$ cat src/rtl/int_divider.sv
// Sequential unsigned restoring divider: one quotient bit per clock, start/done handshake.
// Latency: width edges from accept to done (1 edge for divide-by-zero); start ignored while busy.
module int_divider #(
  parameter int width = 32
) (
  input  logic             clk,
  input  logic             rst,
  input  logic             start,
  input  logic [width-1:0] dividend,
  input  logic [width-1:0] divisor,
  output logic [width-1:0] quotient,
  output logic [width-1:0] remainder,
  output logic             busy,
  output logic             done,
  output logic             div_by_zero
);

  localparam int CW = $clog2(width) + 1;

  typedef enum logic [1:0] {IDLE, RUN, DONE} state_t;

  state_t           state, state_nxt;
  logic [width-1:0] dvd_q;
  logic [width-1:0] dvs_q;
  logic [width:0]   prem_q;
  logic [CW-1:0]    cnt_q;

  logic             accept;
  logic             dbz_now;
  logic             last;
  logic [width:0]   shifted;
  logic [width:0]   trial;
  logic [width:0]   prem_nxt;
  logic [width-1:0] dvd_nxt;

  assign accept  = start && (state != RUN);
  assign dbz_now = (state == RUN) && (dvs_q == '0);
  assign last    = (state == RUN) && (cnt_q == CW'(width - 1));
  assign busy    = (state == RUN);
  assign done    = (state == DONE);

  // The dividend register doubles as the quotient accumulator: bits shift out
  // into the partial remainder at the top while quotient bits enter at the bottom.
  always_comb begin
    shifted  = {prem_q[width-1:0], dvd_q[width-1]};
    trial    = shifted - {1'b0, dvs_q};
    prem_nxt = shifted;
    dvd_nxt  = {dvd_q[width-2:0], 1'b0};
    if (!trial[width]) begin
      prem_nxt = trial;
      dvd_nxt  = {dvd_q[width-2:0], 1'b1};
    end
  end

  always_comb begin
    state_nxt = state;
    case (state)
      IDLE:    if (start) state_nxt = RUN;
      RUN:     if (dbz_now || last) state_nxt = DONE;
      DONE:    state_nxt = start ? RUN : IDLE;
      default: state_nxt = IDLE;
    endcase
  end

  always_ff @(posedge clk) begin
    if (rst) state <= IDLE;
    else     state <= state_nxt;
  end

  always_ff @(posedge clk) begin
    if (rst) begin
      dvd_q       <= '0;
      dvs_q       <= '0;
      prem_q      <= '0;
      cnt_q       <= '0;
      quotient    <= '0;
      remainder   <= '0;
      div_by_zero <= 1'b0;
    end else if (accept) begin
      dvd_q       <= dividend;
      dvs_q       <= divisor;
      prem_q      <= '0;
      cnt_q       <= '0;
      div_by_zero <= 1'b0;
    end else if (state == RUN) begin
      if (dbz_now) begin
        // dvd_q is still the untouched captured dividend on the first RUN edge
        quotient    <= '1;
        remainder   <= dvd_q;
        div_by_zero <= 1'b1;
      end else begin
        prem_q <= prem_nxt;
        dvd_q  <= dvd_nxt;
        cnt_q  <= cnt_q + CW'(1);
        if (last) begin
          quotient  <= dvd_nxt;
          remainder <= prem_nxt[width-1:0];
        end
      end
    end
  end

endmodule
$ cat config.mk
export PLATFORM = sky130hd
export DESIGN_NAME = int_divider
export DESIGN_NICKNAME = d
export VERILOG_FILES = /design/src/rtl/int_divider.sv
export SDC_FILE = /design/constraint.sdc
export NUM_CORES = 1
export LEC_CHECK = 0
export CAP_MARGIN = 40
export CORE_AREA = 5 5 161 163
export CTS_CLUSTER_SIZE = 30
export DETAILED_ROUTE_END_ITERATION = 8
export DIE_AREA = 0 0 166 168
export SETUP_SLACK_MARGIN = 0.1
export SLEW_MARGIN = 20
export SYNTH_ARGS = -nofsm -noshare
export SYNTH_HDL_FRONTEND = slang
export SYNTH_SLANG_ARGS = --single-unit
$ cat constraint.sdc
create_clock -name clk -period 3.68 [get_ports clk]
set_clock_uncertainty 0.1 [all_clocks]
set_input_delay 0.552 -clock clk [delete_from_list [all_inputs] [get_ports clk]]
set_output_delay 0.552 -clock clk [all_outputs]
set_load 0.05 [all_outputs]
After elaboration in Yosys (flattened, before gate mapping)

Index checks and enable logic that the tools add are counted.
W data, S select, Z words.

Register bits after elaboration: 169
Word-level logic and storage cells: 46

Add/sub/neg operators: 2
Equality and inequality tests: 7
Muxes and demuxes: 13
Bitwise logic cells: 2
Reductions and logical operators: 14

Operator list:

| operator              | count |
|---|---|
| $mux W32              | 8 |
| $sub A33 B32 Y33      | 1 |
| $logic_not A32 Y1     | 1 |
| $reduce_and A2 Y1     | 4 |
| $add A6 B1 Y6 const B | 1 |
| $eq A6 B5 Y1 const B  | 1 |
| $pmux W2 S3           | 1 |
| $mux W2               | 2 |
| $ne A2 B1 Y1 const B  | 2 |
| $ne A2 B2 Y1 const B  | 2 |
| $reduce_bool A2 Y1    | 2 |
| $logic_and A1 B1 Y1   | 3 |
| $reduce_and A3 Y1     | 1 |
| $eq A2 B1 Y1 const B  | 1 |
| $eq A2 B2 Y1 const B  | 1 |
| $logic_not A2 Y1      | 1 |
| $mux W1               | 2 |
| $not A1 Y1            | 2 |
| $reduce_or A2 Y1      | 1 |
| $logic_or A1 B1 Y1    | 1 |

Depth between registers and ports, before layout

Depth in word-level cells: 5
Mapped depth: 14

Least setup slack after synthesis

No wires, ideal clock.

Kind: register to register
From: reg dvd_q[31]
To: reg prem_q[26]
Library setup time: 0.128 ns
Arrival time: 2.697 ns
Required time: 3.452 ns
Slack: 0.756 ns
Stages on the path, launching flop included: 14
Path buffers: 1
Cell sequence: dfxtp_1 inv_1 ha_1 fa_1 and2b_1 o31ai_2 a211oi_2 o211ai_1 nand4_1 and4_4 buf_12 mux2_2 mux2i_1 nor2_1

Longest elaborated chain between the ends: 2

RTL lines:

| what                     | line | source |
|---|---|---|
| start: declaration       | 23   | `logic [width-1:0] dvd_q;` |
| start signal: assignment | 80   | `dvd_q <= dividend;` |
| start signal: assignment | 93   | `dvd_q <= dvd_nxt;` |
| $sub A33 B32 Y33         | 46   | `trial = shifted - {1'b0, dvs_q};` |
| $mux W32                 | 49   | `if (!trial[width]) begin` |
| end signal: assignment   | 92   | `prem_q <= prem_nxt;` |
| end: declaration         | 25   | `logic [width:0] prem_q;` |

Every way passes these cells.
A chain may end at the register's enable or synchronous reset.

Worst setup path after layout

From: reg dvd_q[31]
To: reg remainder[28]

Longest elaborated chain between the ends: 4

RTL lines:

| what                   | line | source |
|---|---|---|
| $sub A33 B32 Y33       | 46   |  |
| $mux W32               | 49   |  |
| $mux W32               | 95   | `if (last) begin` |
| $mux W32               | 86   | `if (dbz_now) begin` |
| end signal: assignment | 89   | `remainder <= dvd_q;` |
| end signal: assignment | 97   | `remainder <= prem_nxt[width-1:0];` |
| end: declaration       | 12   | `output logic [width-1:0] remainder,` |

Every way passes these cells. The select of a mux whose other input is x is not followed.

==> flow_summary.json <==
{
  "path_max_fanout": 21,
  "synthXorXnorAreaFrac": 0.0265,
  "ys_async_sr_fraction": 0,
  "die_area_mm2": 0.0279,
  "drc": 0,
  "cts_tree": "built",
  "vias": 8175,
  "drive_gt1_frac": 0.0730,
  "htree_levels": 4,
  "clkPwrFrac": 0.348,
  "met1Wirelength_um": 11900,
  "yosys-top-cells-count": "169 x dfxtp_1, 149 x nand2_1, 126 x nor2_1, 125 x a21oi_1",
  "synth_top_area_share": 0.394,
  "postLayoutCoreUtil": 0.448,
  "min_to": "remainder[16]",
  "hold_class": "in -> reg",
  "gp_congestion": 0.841,
  "instances_no_fill": 1530,
  "met3WireLength_um": 963,
  "max-slew-margin-rel": 0.443,
  "end_kind": "flip-flop",
  "netlist_instances": 1087,
  "core_mm2": 0.0242,
  "outcome": "completed",
  "drtIter0Drc": 541,
  "clock-sinks": 169,
  "worstHoldStart": "rst",
  "grt_max_degree": 66,
  "synthAdderAreaFrac": 0.0504,
  "synth_mux_area_frac": 0.0216,
  "sequentialPowerShare": 0.381,
  "worstMarginPinSlew_ns": 0.834,
  "grt_usage": 0.190,
  "grt_setup_unrepaired": "no",
  "pwr_density_cell_mw_per_mm2": 482,
  "cts_buffer_depth": 2,
  "ios": 134,
  "syn_nets": 1188,
  "p_leak_nw": 3.99,
  "rows": 57,
  "start_util": 0.355,
  "cts_root_buf": "clkbuf_16",
  "clk_pin_slew_ns": 0.07,
  "grt_pass1_vias": 8165,
  "p_int_mw": 3.44,
  "area_growth_pct": 26.2,
  "antenna_found_initial": 0,
  "min_period_ns": 3.36,
  "fillers": 2454,
  "critical_path_arrival_ns": 3.56,
  "hold_depth": 2,
  "synth_ff_type": "dfxtp_1",
  "comb_power_share": 0.271,
  "grt_pass1_wl_um": 43300,
  "max_freq_mhz": 298,
  "synth_compound_area_frac": 0.252,
  "io_buffers": 133,
  "ir_drop_mv": 0.289,
  "hpwl_um": 19800,
  "die_h_um": 168,
  "fin_nets": 1295,
  "synth_edf_count": 0,
  "wire_per_inst_um": 17.6,
  "synth_simple_gate_area_frac": 0.201,
  "dp_cells": 1499,
  "netlist.top_cell.by_area": "dfxtp_1",
  "hold_slack_ns": 0.300,
  "yosysMostFrequentCell": "dfxtp_1",
  "ys_types": 71,
  "wl_met2_um": 13600,
  "synth_top_family_by_area": "compound AO/OA/AOI/OAI gates",
  "setup_viol": 0,
  "timing.final.crit_share": 0.913,
  "n_antenna_cell": 0,
  "r2r_cells": 12,
  "cts_made_buffers": 17,
  "switchingPower_mw": 1.79,
  "required_ns": 3.88,
  "drt_wl_total_um": 27000,
  "synth_area_leaders": "dfxtp_1 39%, a21oi_1 7.3%, nand2_1 6.5%, nor2_1 5.5%, ha_1 4.8%",
  "rr_endpoint": "remainder[28]",
  "tns_ns": 0,
  "switching_share": 0.342,
  "dr.pass1.iters": 5,
  "slew_viol_final": 0,
  "rr_startpoint": "dvd_q[31]",
  "startpoint": "dvd_q[31]",
  "grt_overflow": 0,
  "hold_viol": 0,
  "synth_seq_cells": 169,
  "post_cts_buffers": 0,
  "critPathLaunchType": "flip-flop",
  "ant_nets": 0,
  "highest_layer": "met4",
  "ys_warn_count": 0,
  "synth_area_mm2": 0.00859,
  "clkLatencyLatePin_ns": 0.44,
  "yosysSeqAreaShare": 0.394,
  "timing.reg2reg.setup_slack_ns": 0.32,
  "path_class": "reg -> reg",
  "postSynthAreaPerCell_um2": 7.90,
  "max_cap_violations": 0,
  "die_w_um": 166,
  "vias_per_cell": 5.34
}
-- layout make-up --
type / instances / area, um^2 / share of cell area
Multi-Input combinational cell: 805 / 4760 / 0.439
Tap cell: 324 / 405 / 0.0374
Clock inverter: 14 / 154 / 0.0142
Clock buffer: 17 / 425 / 0.0393
Timing Repair Buffer: 161 / 1560 / 0.144
Sequential cell: 169 / 3380 / 0.312
Inverter: 40 / 150 / 0.0139
-- state kept, by name, summed over array words and instances (netlist names) --
name,count
dvs_q,32
dvd_q,32
cnt_q,6
div_by_zero,1
prem_q,32
remainder,32
quotient,32
state,2
-- power by group through the flow --
stage	clock network [mW]	registers, mW	logic (mW)
2_1_floorplan	0	2.02	1.03
3_3_place_gp	0	2.03	1.38
3_5_place_dp	0	2.03	1.40
4_1_cts	1.84	1.99	1.40
5_1_grt	1.93	2.00	1.56
6_report	1.82	1.99	1.42
-- critical path, cell delays in order, from the launching register on --
cell,delay (ns)
dfxtp_1,0.33
inv_1,0.05
ha_1,0.21
fa_1,0.38
and2b_1,0.27
o31ai_2,0.09
a211oi_2,0.40
o211ai_1,0.16
nand4_1,0.19
and4_4,0.45
buf_4,0.20
mux2i_1,0.26
o32ai_1,0.14
-- through the flow --
| stage | worst slack (ns) | cell area, um^2 | total power [mW] |
|---|---|---|---|
| after floorplan | 0.756 | 8590 | 3.05 |
| after global placement | 0.302 | 10200 | 3.42 |
| after detailed placement | 0.266 | 10200 | 3.43 |
| after CTS | 0.240 | 10800 | 5.23 |
| after global routing | 0.123 | 10800 | 5.49 |
| final | 0.319 | 10800 | 5.22 |
-- metal layers --
layer | track usage | up-vias
met1 | 0.233 | 3885
met2 | 0.341 | 181
li1 | - | 4072
met5 | 0 | -
met4 | 0.0502 | 0
met3 | 0.0347 | 37
-- worst max path at each step --
stage	cells after the start	slack, ns	to
floorplan	13	0.76	prem_q[26]
global placement	13	0.30	remainder[7]
detailed placement	13	0.27	remainder[6]
global route	12	0.12	remainder[9]
CTS	13	0.24	remainder[6]
finish	12	0.32	remainder[28]
-- cells by family (layout without fill, tap and decap cells) --
family | after synthesis | in the layout
xor gates and xnor gates | 26 | 26
muxes | 18 | 18
DFF | 169 | 169
and+or+nand+nor | 392 | 392
buffers and inverters | 113 | 232
AOI/OAI and AO/OA | 335 | 335
adders and majority gates | 34 | 34
-- what timing repair did --
action,CTS,global route
hold buffers,0,0
gates resized for setup,0,1
setup endpoints to repair,0,20
hold endpoints to repair,0,0
-- layout by cell type (no fill, tap or decap), types with 11 or more instances in the layout --
| cell | n |
|---|---|
| a211oi_1 | 14 |
| a21o_1 | 12 |
| a21oi_1 | 125 |
| a221oi_1 | 14 |
| a22oi_1 | 32 |
| a31oi_1 | 14 |
| buf_4 | 28 |
| clkbuf_16 | 17 |
| clkdlybuf4s50_1 | 132 |
| dfxtp_1 | 169 |
| ha_1 | 33 |
| inv_1 | 39 |
| mux2i_1 | 16 |
| nand2_1 | 149 |
| nand3_1 | 15 |
| nand4_1 | 11 |
| nor2_1 | 124 |
| nor3_1 | 35 |
| o21ai_0 | 55 |
| xnor2_1 | 11 |
| xor2_1 | 15 |
(Power assumes the default switching activity.)
